==> src/rtl/bmem_line_arbiter.sv <==
// Round-robin arbiter that moves whole cache lines between NUM_CH requesters
// and a single burst memory port. A line is carried as LINE_W/BURST_W beats:
// reads are reassembled into a shared line buffer, writes are sliced from a
// latched copy of the requester's line.
//
// Handshake semantics (both sides):
//   Requester side: ch_read/ch_write are level requests, held (with address and
//   wdata stable) until ch_resp pulses for one cycle; the requester drops the
//   request on the edge after it samples ch_resp. ch_rdata is valid in that
//   ch_resp cycle and holds until the next read completes.
//   Memory side: bmem_read/bmem_write and bmem_address stay asserted and stable
//   for the whole burst; every cycle with bmem_resp=1 retires exactly one beat,
//   and gaps of any length between beats are allowed.
module bmem_line_arbiter #(
  parameter int NUM_CH  = 2,
  parameter int ADDR_W  = 32,
  parameter int LINE_W  = 256,
  parameter int BURST_W = 64
) (
  input  logic                       clk,
  input  logic                       rst,
  input  logic [NUM_CH*ADDR_W-1:0]   ch_address,
  input  logic [NUM_CH-1:0]          ch_read,
  input  logic [NUM_CH-1:0]          ch_write,
  input  logic [NUM_CH*LINE_W-1:0]   ch_wdata,
  output logic [LINE_W-1:0]          ch_rdata,
  output logic [NUM_CH-1:0]          ch_resp,
  output logic [ADDR_W-1:0]          bmem_address,
  output logic                       bmem_read,
  output logic                       bmem_write,
  output logic [BURST_W-1:0]         bmem_wdata,
  input  logic [BURST_W-1:0]         bmem_rdata,
  input  logic                       bmem_resp,
  output logic [1:0]                 dbg_state
);

  localparam int BEATS  = LINE_W / BURST_W;
  localparam int BEAT_W = (BEATS > 1) ? $clog2(BEATS) : 1;
  localparam int CH_W   = (NUM_CH > 1) ? $clog2(NUM_CH) : 1;
  localparam int OFF_W  = $clog2(LINE_W / 8);

  localparam logic [BEAT_W-1:0] LAST_BEAT = BEAT_W'(BEATS - 1);
  localparam logic [ADDR_W-1:0] LINE_MASK = {ADDR_W{1'b1}} << OFF_W;
  localparam logic [CH_W:0]     NUM_CH_L  = (CH_W + 1)'(NUM_CH);

  typedef enum logic [1:0] {
    S_IDLE = 2'd0,
    S_RD   = 2'd1,
    S_WR   = 2'd2,
    S_DONE = 2'd3
  } state_t;

  state_t              state_q;
  state_t              state_d;
  logic [CH_W-1:0]     rr_q;
  logic [CH_W-1:0]     gnt_q;
  logic [ADDR_W-1:0]   addr_q;
  logic [LINE_W-1:0]   wdata_q;
  logic [LINE_W-1:0]   line_q;
  logic [LINE_W-1:0]   rdata_q;
  logic [BEAT_W-1:0]   beat_q;

  logic [NUM_CH-1:0]   pending;
  logic [2*NUM_CH-1:0] pend_rot;
  logic                gnt_found;
  logic [CH_W-1:0]     gnt_ofs;
  logic [CH_W:0]       gnt_sum;
  logic [CH_W:0]       gnt_wrap;
  logic [CH_W-1:0]     gnt_idx;
  logic [CH_W:0]       rr_sum;
  logic [CH_W-1:0]     rr_next;
  logic [LINE_W-1:0]   line_merged;
  logic                last_beat;

  assign pending   = ch_read | ch_write;
  assign pend_rot  = {pending, pending} >> rr_q;
  assign last_beat = bmem_resp && (beat_q == LAST_BEAT);
  assign ch_rdata  = rdata_q;
  assign dbg_state = state_q;

  // Round-robin pick: first pending channel at or after rr_q, wrapping.
  always_comb begin
    gnt_found = 1'b0;
    gnt_ofs   = '0;
    for (int j = NUM_CH - 1; j >= 0; j--) begin
      if (pend_rot[j]) begin
        gnt_found = 1'b1;
        gnt_ofs   = CH_W'(j);
      end
    end
    gnt_sum  = {1'b0, rr_q} + {1'b0, gnt_ofs};
    gnt_wrap = gnt_sum - NUM_CH_L;
    gnt_idx  = (gnt_sum >= NUM_CH_L) ? gnt_wrap[CH_W-1:0] : gnt_sum[CH_W-1:0];
    rr_sum   = {1'b0, gnt_q} + (CH_W + 1)'(1);
    rr_next  = (rr_sum >= NUM_CH_L) ? '0 : rr_sum[CH_W-1:0];
  end

  // Line buffer with the incoming beat merged in, so the final beat lands in ch_rdata.
  always_comb begin
    line_merged = line_q;
    line_merged[beat_q*BURST_W +: BURST_W] = bmem_rdata;
  end

  // State register.
  always_ff @(posedge clk or negedge rst) begin
    if (!rst) state_q <= S_IDLE;
    else      state_q <= state_d;
  end

  // Next state and all port outputs; outputs are zero unless the state drives them.
  always_comb begin
    state_d      = state_q;
    bmem_read    = 1'b0;
    bmem_write   = 1'b0;
    bmem_address = '0;
    bmem_wdata   = '0;
    ch_resp      = '0;
    case (state_q)
      S_IDLE: begin
        if (gnt_found) state_d = ch_write[gnt_idx] ? S_WR : S_RD;
      end
      S_RD: begin
        bmem_read    = 1'b1;
        bmem_address = addr_q & LINE_MASK;
        if (last_beat) state_d = S_DONE;
      end
      S_WR: begin
        bmem_write   = 1'b1;
        bmem_address = addr_q & LINE_MASK;
        bmem_wdata   = wdata_q[beat_q*BURST_W +: BURST_W];
        if (last_beat) state_d = S_DONE;
      end
      S_DONE: begin
        ch_resp[gnt_q] = 1'b1;
        state_d        = S_IDLE;
      end
      default: state_d = S_IDLE;
    endcase
  end

  // Grant latching, beat counting, read-line assembly and pointer advance.
  always_ff @(posedge clk or negedge rst) begin
    if (!rst) begin
      rr_q    <= '0;
      gnt_q   <= '0;
      addr_q  <= '0;
      wdata_q <= '0;
      line_q  <= '0;
      rdata_q <= '0;
      beat_q  <= '0;
    end else begin
      case (state_q)
        S_IDLE: begin
          if (gnt_found) begin
            gnt_q  <= gnt_idx;
            addr_q <= ch_address[gnt_idx*ADDR_W +: ADDR_W];
            beat_q <= '0;
            if (ch_write[gnt_idx]) wdata_q <= ch_wdata[gnt_idx*LINE_W +: LINE_W];
          end
        end
        S_RD: begin
          if (bmem_resp) begin
            line_q <= line_merged;
            beat_q <= beat_q + BEAT_W'(1);
            if (beat_q == LAST_BEAT) rdata_q <= line_merged;
          end
        end
        S_WR: begin
          if (bmem_resp) beat_q <= beat_q + BEAT_W'(1);
        end
        S_DONE: begin
          rr_q <= rr_next;
        end
        default: ;
      endcase
    end
  end

endmodule

==> config.mk <==
export PLATFORM = sky130hd
export DESIGN_NAME = bmem_line_arbiter
export DESIGN_NICKNAME = d
export VERILOG_FILES = /design/src/rtl/bmem_line_arbiter.sv
export SDC_FILE = /design/constraint.sdc
export NUM_CORES = 1
export LEC_CHECK = 0
export ABC_AREA = 1
export CAP_MARGIN = 20
export CORE_AREA = 2 2 389 391
export CTS_CLUSTER_DIAMETER = 100
export DETAILED_ROUTE_END_ITERATION = 10
export DIE_AREA = 0 0 391 393
export DONT_BUFFER_PORTS = 1
export HOLD_SLACK_MARGIN = 0.02
export MAX_ROUTING_LAYER = met4
export PLACE_DENSITY_LB_ADDON = 0.1
export SYNTH_ARGS = -nofsm -noshare
export SYNTH_HDL_FRONTEND = slang
export SYNTH_SLANG_ARGS = --single-unit
==> constraint.sdc <==
create_clock -name clk -period 2.9 [get_ports clk]
set_input_delay 0.58 -clock clk [delete_from_list [all_inputs] [get_ports clk]]
set_output_delay 0.58 -clock clk [all_outputs]
set_load 0.01 [all_outputs]
# After elaboration in Yosys (flattened, before gate mapping)
# Index checks and enable logic that the tools add are counted.
# W data, S select, Z words.
op_classes:
  add_sub_neg: 5
  order_cmp: 5
  n_eq_ne: 7
  n_shift: 6
  mux: 22
  n_bitwise: 1
  reduce_logical: 11
op_table:
  columns: ["operator", "count"]
  rows:
  - ["$shiftx A512 B10 Y256", 1]
  - ["$bwmux W256", 1]
  - ["$shift A64 B34 Y256 const A", 1]
  - ["$shiftx A256 B9 Y64", 1]
  - ["$shiftx A64 B34 Y256", 1]
  - ["$mux W64", 1]
  - ["$shiftx A64 B7 Y32", 1]
  - ["$neg A8 Y34", 1]
  - ["$mux W32", 1]
  - ["$mux W2", 6]
  - ["$mux W1", 10]
  - ["$reduce_and A3 Y1", 3]
  - ["$eq A2 B2 Y1 const B", 3]
  - ["$pmux W2 S3", 1]
  - ["$reduce_and A2 Y1", 3]
  - ["$ge A2 B2 Y1 const B", 2]
  - ["$lt A1 B2 Y1 const B", 2]
  - ["$ne A2 B1 Y1 const B", 2]
  - ["$pmux W2 S2", 1]
  - ["$shr A4 B1 Y2", 1]
  - ["$add A1 B1 Y2", 1]
  - ["$add A1 B1 Y2 const B", 1]
  - ["$add A2 B1 Y2 const B", 1]
  - ["$eq A2 B1 Y1 const B", 1]
  - ["9 further kinds", 10]
totals:
  ff_bits: 806
  in_bits: 647
  output_inout_bits: 358
  elab_cells: 65

# Longest topological paths before layout
# Gate-level depths: netlist (run 1).
logic_depth:
  depth_word: 12
  depth_mapped: 13
  depth_no_buf: 9

# Worst setup path before layout (run 1)
# OpenSTA, ideal clock, no wires.
synth_path:
  path_type: "reg2reg"
  start: "reg beat_q[0]"
  end: "reg line_q[122]"
  setup_ns: 0.130
  arrival_time_ns: 2.236
  required_time_ns: 2.770
  setup_slack_ns: 0.534
  stages_incl_launch_ff: 14
  n_path_buf: 5
  synth_period_minus_slack_ns: 2.366
  path_cell_list: "dfrtp_1 -> buf_2 -> inv_2 -> buf_4 -> buf_2 -> buf_2 -> ha_1 -> inv_1 -> nor2_1 -> nand2_1 -> clkbuf_1 -> o22ai_1 -> nand2_1 -> o21ai_0"
synth_between:
  elab_chain_cells: 3
  word_cells_on_any_way: 4
  cone_classes: "1 x add/sub; 2 x shift; 1 x mux"
synth_lines:
  columns: ["element", "line_no", "source"]
  rows:
  - ["start: declaration", "61", "logic [BEAT_W-1:0] beat_q;"]
  - ["start signal: assignment", "164", "beat_q <= beat_q + BEAT_W'(1);"]
  - ["start signal: assignment", "169", "if (bmem_resp) beat_q <= beat_q + BEAT_W'(1);"]
  - ["$neg A8 Y34 *", "101", "line_merged[beat_q*BURST_W +: BURST_W] = bmem_rdata;"]
  - ["$shiftx A64 B34 Y256 or $shift A64 B34 Y256 (tied branches)", "101", null]
  - ["$bwmux W256 *", "101", null]
  - ["end signal: assignment", "163", "line_q <= line_merged;"]
  - ["end: declaration", "59", "logic [LINE_W-1:0] line_q;"]
# Mark *: on every way between the ends. The rest lies on a longest branch, timed or not.
# A chain may end at the register's enable or synchronous reset.

# Final worst setup path (run 1)
layout_path:
  start: "reg beat_q[0]"
  end: "out bmem_wdata[55]"
layout_between:
  elab_chain_cells: 2
layout_lines:
  columns: ["element", "line_no", "source"]
  rows:
  - ["$shiftx A256 B9 Y64", "130", "bmem_wdata = wdata_q[beat_q*BURST_W +: BURST_W];"]
  - ["$mux W64", "118", "case (state_q)"]
  - ["end: declaration", "31", "output logic [BURST_W-1:0] bmem_wdata,"]
# Every way passes these cells.

==> flow_summary.toml, run 1 <==
[status]
status = "complete, but fails checks"
violations = "negative setup slack"

[sta]
rsz0062_at_grt = "true"
min_period_ns = 2.926
worst_pin_slew_ns = 1.164
finClkSkew_ns = 0.02425
fmax_ghz = 0.3418
finalMaxSlewViolations = 0
period_share_pct = 100.9
fin_ws_ns = -0.02576
max_slew_margin_pct = 22.39
finalHoldViolations = 0
finalSetupViolCount = 1

[placed_design]
dpl.hpwl_mm = 119.3
routabilityCongestion = 0.8649
placed_cell_area_um2 = 39640
dpl_worst_slack_ns = 0.2581
io_buffers = 0

[clocking]
clk-insertion-delay-late_ns = 0.69
clockRootBuffer = "clkbuf_16"
cts_buffers = 94
htree_levels = 3
cts_tree = "yes"
cts.sinks = 737
clk_pin_slew_ns = 0.06
cts_buffer_depth = 3

[power_and_ir_drop]
vdd_drop_max_mv = 0.5475
finalPower_w = 0.04872
power.switching_w = 0.02133
comb_power_share_pct = 40.4
p_seq_share_pct = 34.6
power.density_nw_per_um2 = 1084
netSwitchingFraction_pct = 43.78
p_leak_nw = 22.18
p_int_w = 0.02739
clkPwrFrac_pct = 25.0

[routing]
drt_iter0_markers = 2188
num_vias = 34030
firstDrtPassIters = 5
vias_per_cell = 4.745
routedWlPerCell_um = 24.79
drc = 0
drt.antenna.violating_nets = 0
drt_wl_total_mm = 177.8

[hold_path]
hold_class = "in2reg"

[grt]
grt_pass1_vias = 33570
overflow = 0
grt_start_max_net_pins = 738
grt_pass1_wl_mm = 248.6
track_usage_pct = 22.92
antenna_found_initial = 51

[floorplan]
core_area_um2 = 149200
die_area_um2 = 153700
ios = 1005
rows = 142
die_height_um = 393
start_util_pct = 24.75
die_x_um = 391

[yosys]
synth_area_per_cell_um2 = 7.202
yosys-top-cells-area = "dfrtp_1, nand2_1, o21ai_0"
ys_types = 24
synth_common_cells = "nand2_1, dfrtp_1, o21ai_0"
post-synth-top-area-fraction_pct = 49.93
netlist_area_um2 = 36940
ys_seq_elements = 737
yosysWarnings = 0
synthArstFlopShare_pct = 100.0
yosysTopAreaCell = "dfrtp_1"
synth.most_common_cell = "nand2_1"
synthFlopType = "dfrtp_1"
syn_inst = 5129
synth-edff-count = 0
yosysSeqAreaShare_pct = 49.93

[setup_path]
path_class = "reg2out"
crit_required_ns = 2.32
worstPathMaxFanout = 6
crit_path_end_kind = "output pin"
cp-start-kind = "flop"
cp_data_arrival_time_ns = 2.35

[finish]
fin_nets = 5777
drive_above_1_share_pct = 8.503
multiInputGateArea_um2 = 16060
fillers = 16460
fin_area_um2 = 44940
seqCellArea_um2 = 18450
area_growth_pct = 21.66

[job]
max-cap-violations = 0
## worst paths after layout
| kind | startpoint | endpoint | slack [ns] | cells past startpoint |
|---|---|---|---|---|
| worst max-delay path | beat_q[0] | bmem_wdata[55] | -0.03 | 9 |
| worst min-delay path | ch_wdata[88] | wdata_q[88] | 0.09 | 4 |
| worst max register to register | beat_q[0] | line_q[70] | 0.16 | 10 |
| worst min register to register | wdata_q[219] | wdata_q[219] | 0.47 | 2 |
| max in group asynchronous | rst | line_q[178] | 0.42 | 4 |
| min in group asynchronous | rst | ch_rdata[144] | 0.54 | 3 |
## repair_timing
action	in CTS	in global routing
hold buffers	81	3
gates cloned	12	3
pin swaps	28	22
resized for setup	129	49
endpoints found under the setup margin	65	64
buffers inserted	20	3
endpoints found under the hold margin	814	163
## power by group through the flow
stage          Sequential [W]  Combinational [W]  Clock [W]
2_1_floorplan          0.0158             0.0113          0
3_3_place_gp           0.0169             0.0177          0
3_5_place_dp           0.0170             0.0178          0
4_1_cts                0.0169             0.0195     0.0126
5_1_grt                0.0173             0.0219     0.0130
6_report               0.0169             0.0197     0.0122
## cells in the final DEF, fill, tap and decap left out, types with 4 or more instances in the layout
cell type,instances
a21oi_1,36
buf_12,53
nor2_1,260
nand2_1,2304
nand4_1,64
ha_4,4
inv_6,5
o21ai_0,313
buf_4,101
o22ai_1,193
buf_16,19
bufinv_16,5
ha_1,5
clkbuf_16,96
clkbuf_1,29
dlygate4sd3_1,82
buf_6,20
o21ai_2,11
inv_1,319
diode_2,29
nor2_2,17
clkinv_2,12
clkbuf_8,23
nor2_4,16
dfrtp_1,735
a21oi_4,4
conb_1,5
o21ai_1,89
nand3_1,322
a21oi_2,26
## routing by layer
metal / up-vias / track usage (%) / wire [um]
met2: 963 / 38.07 / 86100
li1: 16230 / - / -
met3: 193 / 5.785 / 12110
met1: 16640 / 28.02 / 76000
met5: - / - / 0
met4: 0 / 5.047 / 3542
## flip-flops by register name (all words and copies together), names as in the netlist
signal     flops
beat_q         2
dbg_state      2
addr_q        27
line_q       192
gnt_q          1
wdata_q      256
rr_q           1
ch_rdata     256
## cell type report
cell class,count,area share (%)
Timing Repair Buffer,278,7.684
Clock buffer,146,6.181
Inverter,327,2.868
Tap cell,1944,5.412
Multi-Input combinational cell,3680,35.74
Antenna cell,29,0.1615
Timing Repair inverter,2,0.03898
Sequential cell,737,41.06
Clock inverter,28,0.8631
## per-stage QoR
step                utilization [%]  hold WS, ns  cells   TNS, ns
global route                  30.10      0.05076   7166    -3.036
floorplan                         -       0.2844   5133         0
finish                        30.11      0.08942   7171  -0.02576
detailed placement            26.56       0.3020   6844         0
global placement              26.56       0.3021   6844         0
CTS                           29.81      -0.5037   7130    -1.213
## critical path: stages, from the launching register on
cell	delay (ns)
dfrtp_4	0.47
buf_12	0.12
buf_12	0.12
buf_12	0.13
buf_16	0.15
nor2_4	0.03
nor2_1	0.07
o21ai_1	0.08
a21oi_2	0.25
buf_6	0.17
## kinds of logic (layout without fill, tap and decap cells)
logic type,Yosys count,count (layout),synth area share [%]
buffers and inverters,716,781,7.929
flip-flops,737,737,49.93
AO/OA/AOI/OAI,673,673,9.782
other,1,34,0.01015
AND/OR/NAND/NOR,2992,2992,32.01
adder cells (fa/ha/maj),10,10,0.3387
(Power assumes the default switching activity.)
==> run 2, diff against run 1 <==
ABC_CLOCK_PERIOD_IN_PS = 2900   (was default)
CORE_AREA = 2 2 386 388   (was 2 2 389 391)
CTS_BUF_LIST = sky130_fd_sc_hd__clkbuf_8   (was default)
DIE_AREA = 0 0 388 390   (was 0 0 391 393)
==> run 2 against run 1 <==
Effect of this change: flip-flop and latch count unchanged; critical path depth shrank 9; first-iteration DRC count increased by 14%; clock-buffer cell count is 36 higher; sequential share of layout area is 5.3 points lower; clock skew rose by 0.028 ns; combinational power grew 24%; largest cell class unchanged; global-route usage increased by 0.34 points; setup slack worse by 2.3 ns; wire length is 0.68% higher; sequential power hardly changed; the flow finishes with violations (negative hold slack, max-slew violations, negative setup slack); final cell count is 8.7% higher; critical endpoint is now beat_q[0].
==> flow_summary.toml, run 2 (same netlist as run 1, synthesis figures left out) <==
[power_and_ir_drop]
p_leak_nw = 25.07
netSwitchingFraction_pct = 43.78
p_seq_share_pct = 32.6
power.density_nw_per_um2 = 1016
vdd_drop_max_mv = 0.4368
p_int_w = 0.02950
clkPwrFrac_pct = 20.9
comb_power_share_pct = 46.5
power.switching_w = 0.02297

[sta]
finClkSkew_ns = 0.05197
max_slew_margin_pct = -319.6
finalSetupViolCount = 367
fmax_ghz = 0.1916
holdWs_ns = -0.5679
period_share_pct = 180.0
fin_ws_ns = -2.319
finalHoldViolations = 281
finalMaxSlewViolations = 549
rsz0062_at_grt = "true"
min_period_ns = 5.219
worst_pin_slew_ns = 6.295

[clocking]
cts_tree = "yes"
cts_buffers = 147
cts.sinks = 737
clk_pin_slew_ns = 0.05
clockRootBuffer = "clkbuf_8"
clk-insertion-delay-late_ns = 0.87
htree_levels = 4
cts_hold_buffers = 589
cts_buffer_depth = 3

[floorplan]
rows = 141
core_area_um2 = 147100
die_area_um2 = 151300
ios = 1005
die_height_um = 390
start_util_pct = 25.11
die_x_um = 388

[finish]
drive_above_1_share_pct = 12.61
fin_area_um2 = 51630
fillers = 15760
most-common-layout-cells = "nand2_1, dfrtp_1, dlygate4sd3_1, inv_1, nand3_1"
area_growth_pct = 39.77
fin_nets = 6380
multiInputGateArea_um2 = 16920
seqCellArea_um2 = 18450
final_common_cell = "nand2_1"

[hold_path]
hold_class = "in2async"

[placed_design]
dpl_worst_slack_ns = 0.1186
routabilityCongestion = 0.8231
dpl.hpwl_mm = 112.0
io_buffers = 0
placed_cell_area_um2 = 39640

[routing]
drt.antenna.violating_nets = 0
firstDrtPassIters = 6
vias_per_cell = 4.748
routedWlPerCell_um = 22.97
drt_iter0_markers = 2485
drt_wl_total_mm = 179.0
num_vias = 36990
drc = 0

[setup_path]
crit_required_ns = 1.40
cp-start-kind = "primary input"
worstPathMaxFanout = 737
crit_path_end_kind = "async pin"
path_class = "in2async"
cp_data_arrival_time_ns = 3.72

[job]
max-cap-violations = 0

[grt]
overflow = 0
antenna_found_initial = 44
grt_start_max_net_pins = 738
track_usage_pct = 23.27
grt_pass1_vias = 37130
grt_pass1_wl_mm = 255.1

[status]
status = "complete, but fails checks"
violations = "negative hold slack, max-slew violations, negative setup slack"
==> run 2: power by group through the flow <==
stage / registers [W] / clock network, W / logic [W]
3_3_place_gp: 0.0169 / 0 / 0.0176
2_1_floorplan: 0.0158 / 0 / 0.0113
5_1_grt: 0.0175 / 0.0118 / 0.0268
6_report: 0.0171 / 0.0110 / 0.0244
3_5_place_dp: 0.0169 / 0 / 0.0176
4_1_cts: 0.0169 / 0.0114 / 0.0224
==> run 2: path summary, 6_finish.rpt <==
| kind | from | end | slack, ns | cells after the start |
|---|---|---|---|---|
| min | rst | ch_rdata[142] | -0.57 | 0 |
| max reg2reg | beat_q[0] | ch_rdata[97] | 0.18 | 10 |
| min reg2reg | wdata_q[22] | wdata_q[22] | 0.48 | 2 |
| max in group clk | beat_q[1] | bmem_wdata[6] | -0.10 | 6 |
| min in group clk | ch_wdata[62] | wdata_q[62] | 0.11 | 4 |
| max | rst | beat_q[0] | -2.32 | 0 |
==> run 2: per-stage QoR <==
| stage | hold slack, ns | TNS [ns] | instances | total power [W] | utilization (%) |
|---|---|---|---|---|---|
| final | -0.5679 | -301.95 | 7792 | 0.05247 | 35.09 |
| after global routing | -0.6732 | -11.26 | 7786 | 0.05612 | 35.08 |
| after floorplan | 0.2844 | 0 | 5133 | 0.02709 | - |
| after detailed placement | 0.3110 | 0 | 6830 | 0.03456 | 26.94 |
| after CTS | -0.6891 | -15.98 | 7720 | 0.05059 | 33.93 |
| after global placement | 0.3041 | 0 | 6830 | 0.03449 | 26.94 |
==> run 2: metal layers <==
metal	GRT usage, %	share of wire, %	routed length (um)
met5	-	0	0
met2	37.50	48	85140
met1	28.54	43	76270
met4	7.145	3.1	5559
met3	6.005	6.7	12000
==> run 2: layout make-up <==
class	instances	share of cell area, %
Sequential cell	737	35.74
Inverter	327	2.520
Tap cell	1930	4.677
Clock inverter	71	0.8313
Multi-Input combinational cell	3680	32.78
Clock buffer	182	4.852
Timing Repair Buffer	830	18.44
Antenna cell	35	0.1696
==> run 2: worst register-to-register path, cell delays in order (launching register included) <==
cell     delay [ns]
dfrtp_4        0.45
buf_12         0.15
buf_12         0.14
buf_16         0.17
buf_4          0.20
ha_1           0.25
inv_1          0.12
nor2_4         0.27
buf_12         0.46
nand2_1        0.33
nand2_1        0.10
==> run 2: timing repair <==
action	in CTS	in global routing
gates cloned	21	20
endpoints found under the hold margin	1455	737
resized for setup	232	333
endpoints found under the setup margin	91	91
setup buffers	27	26
pin swaps	44	112
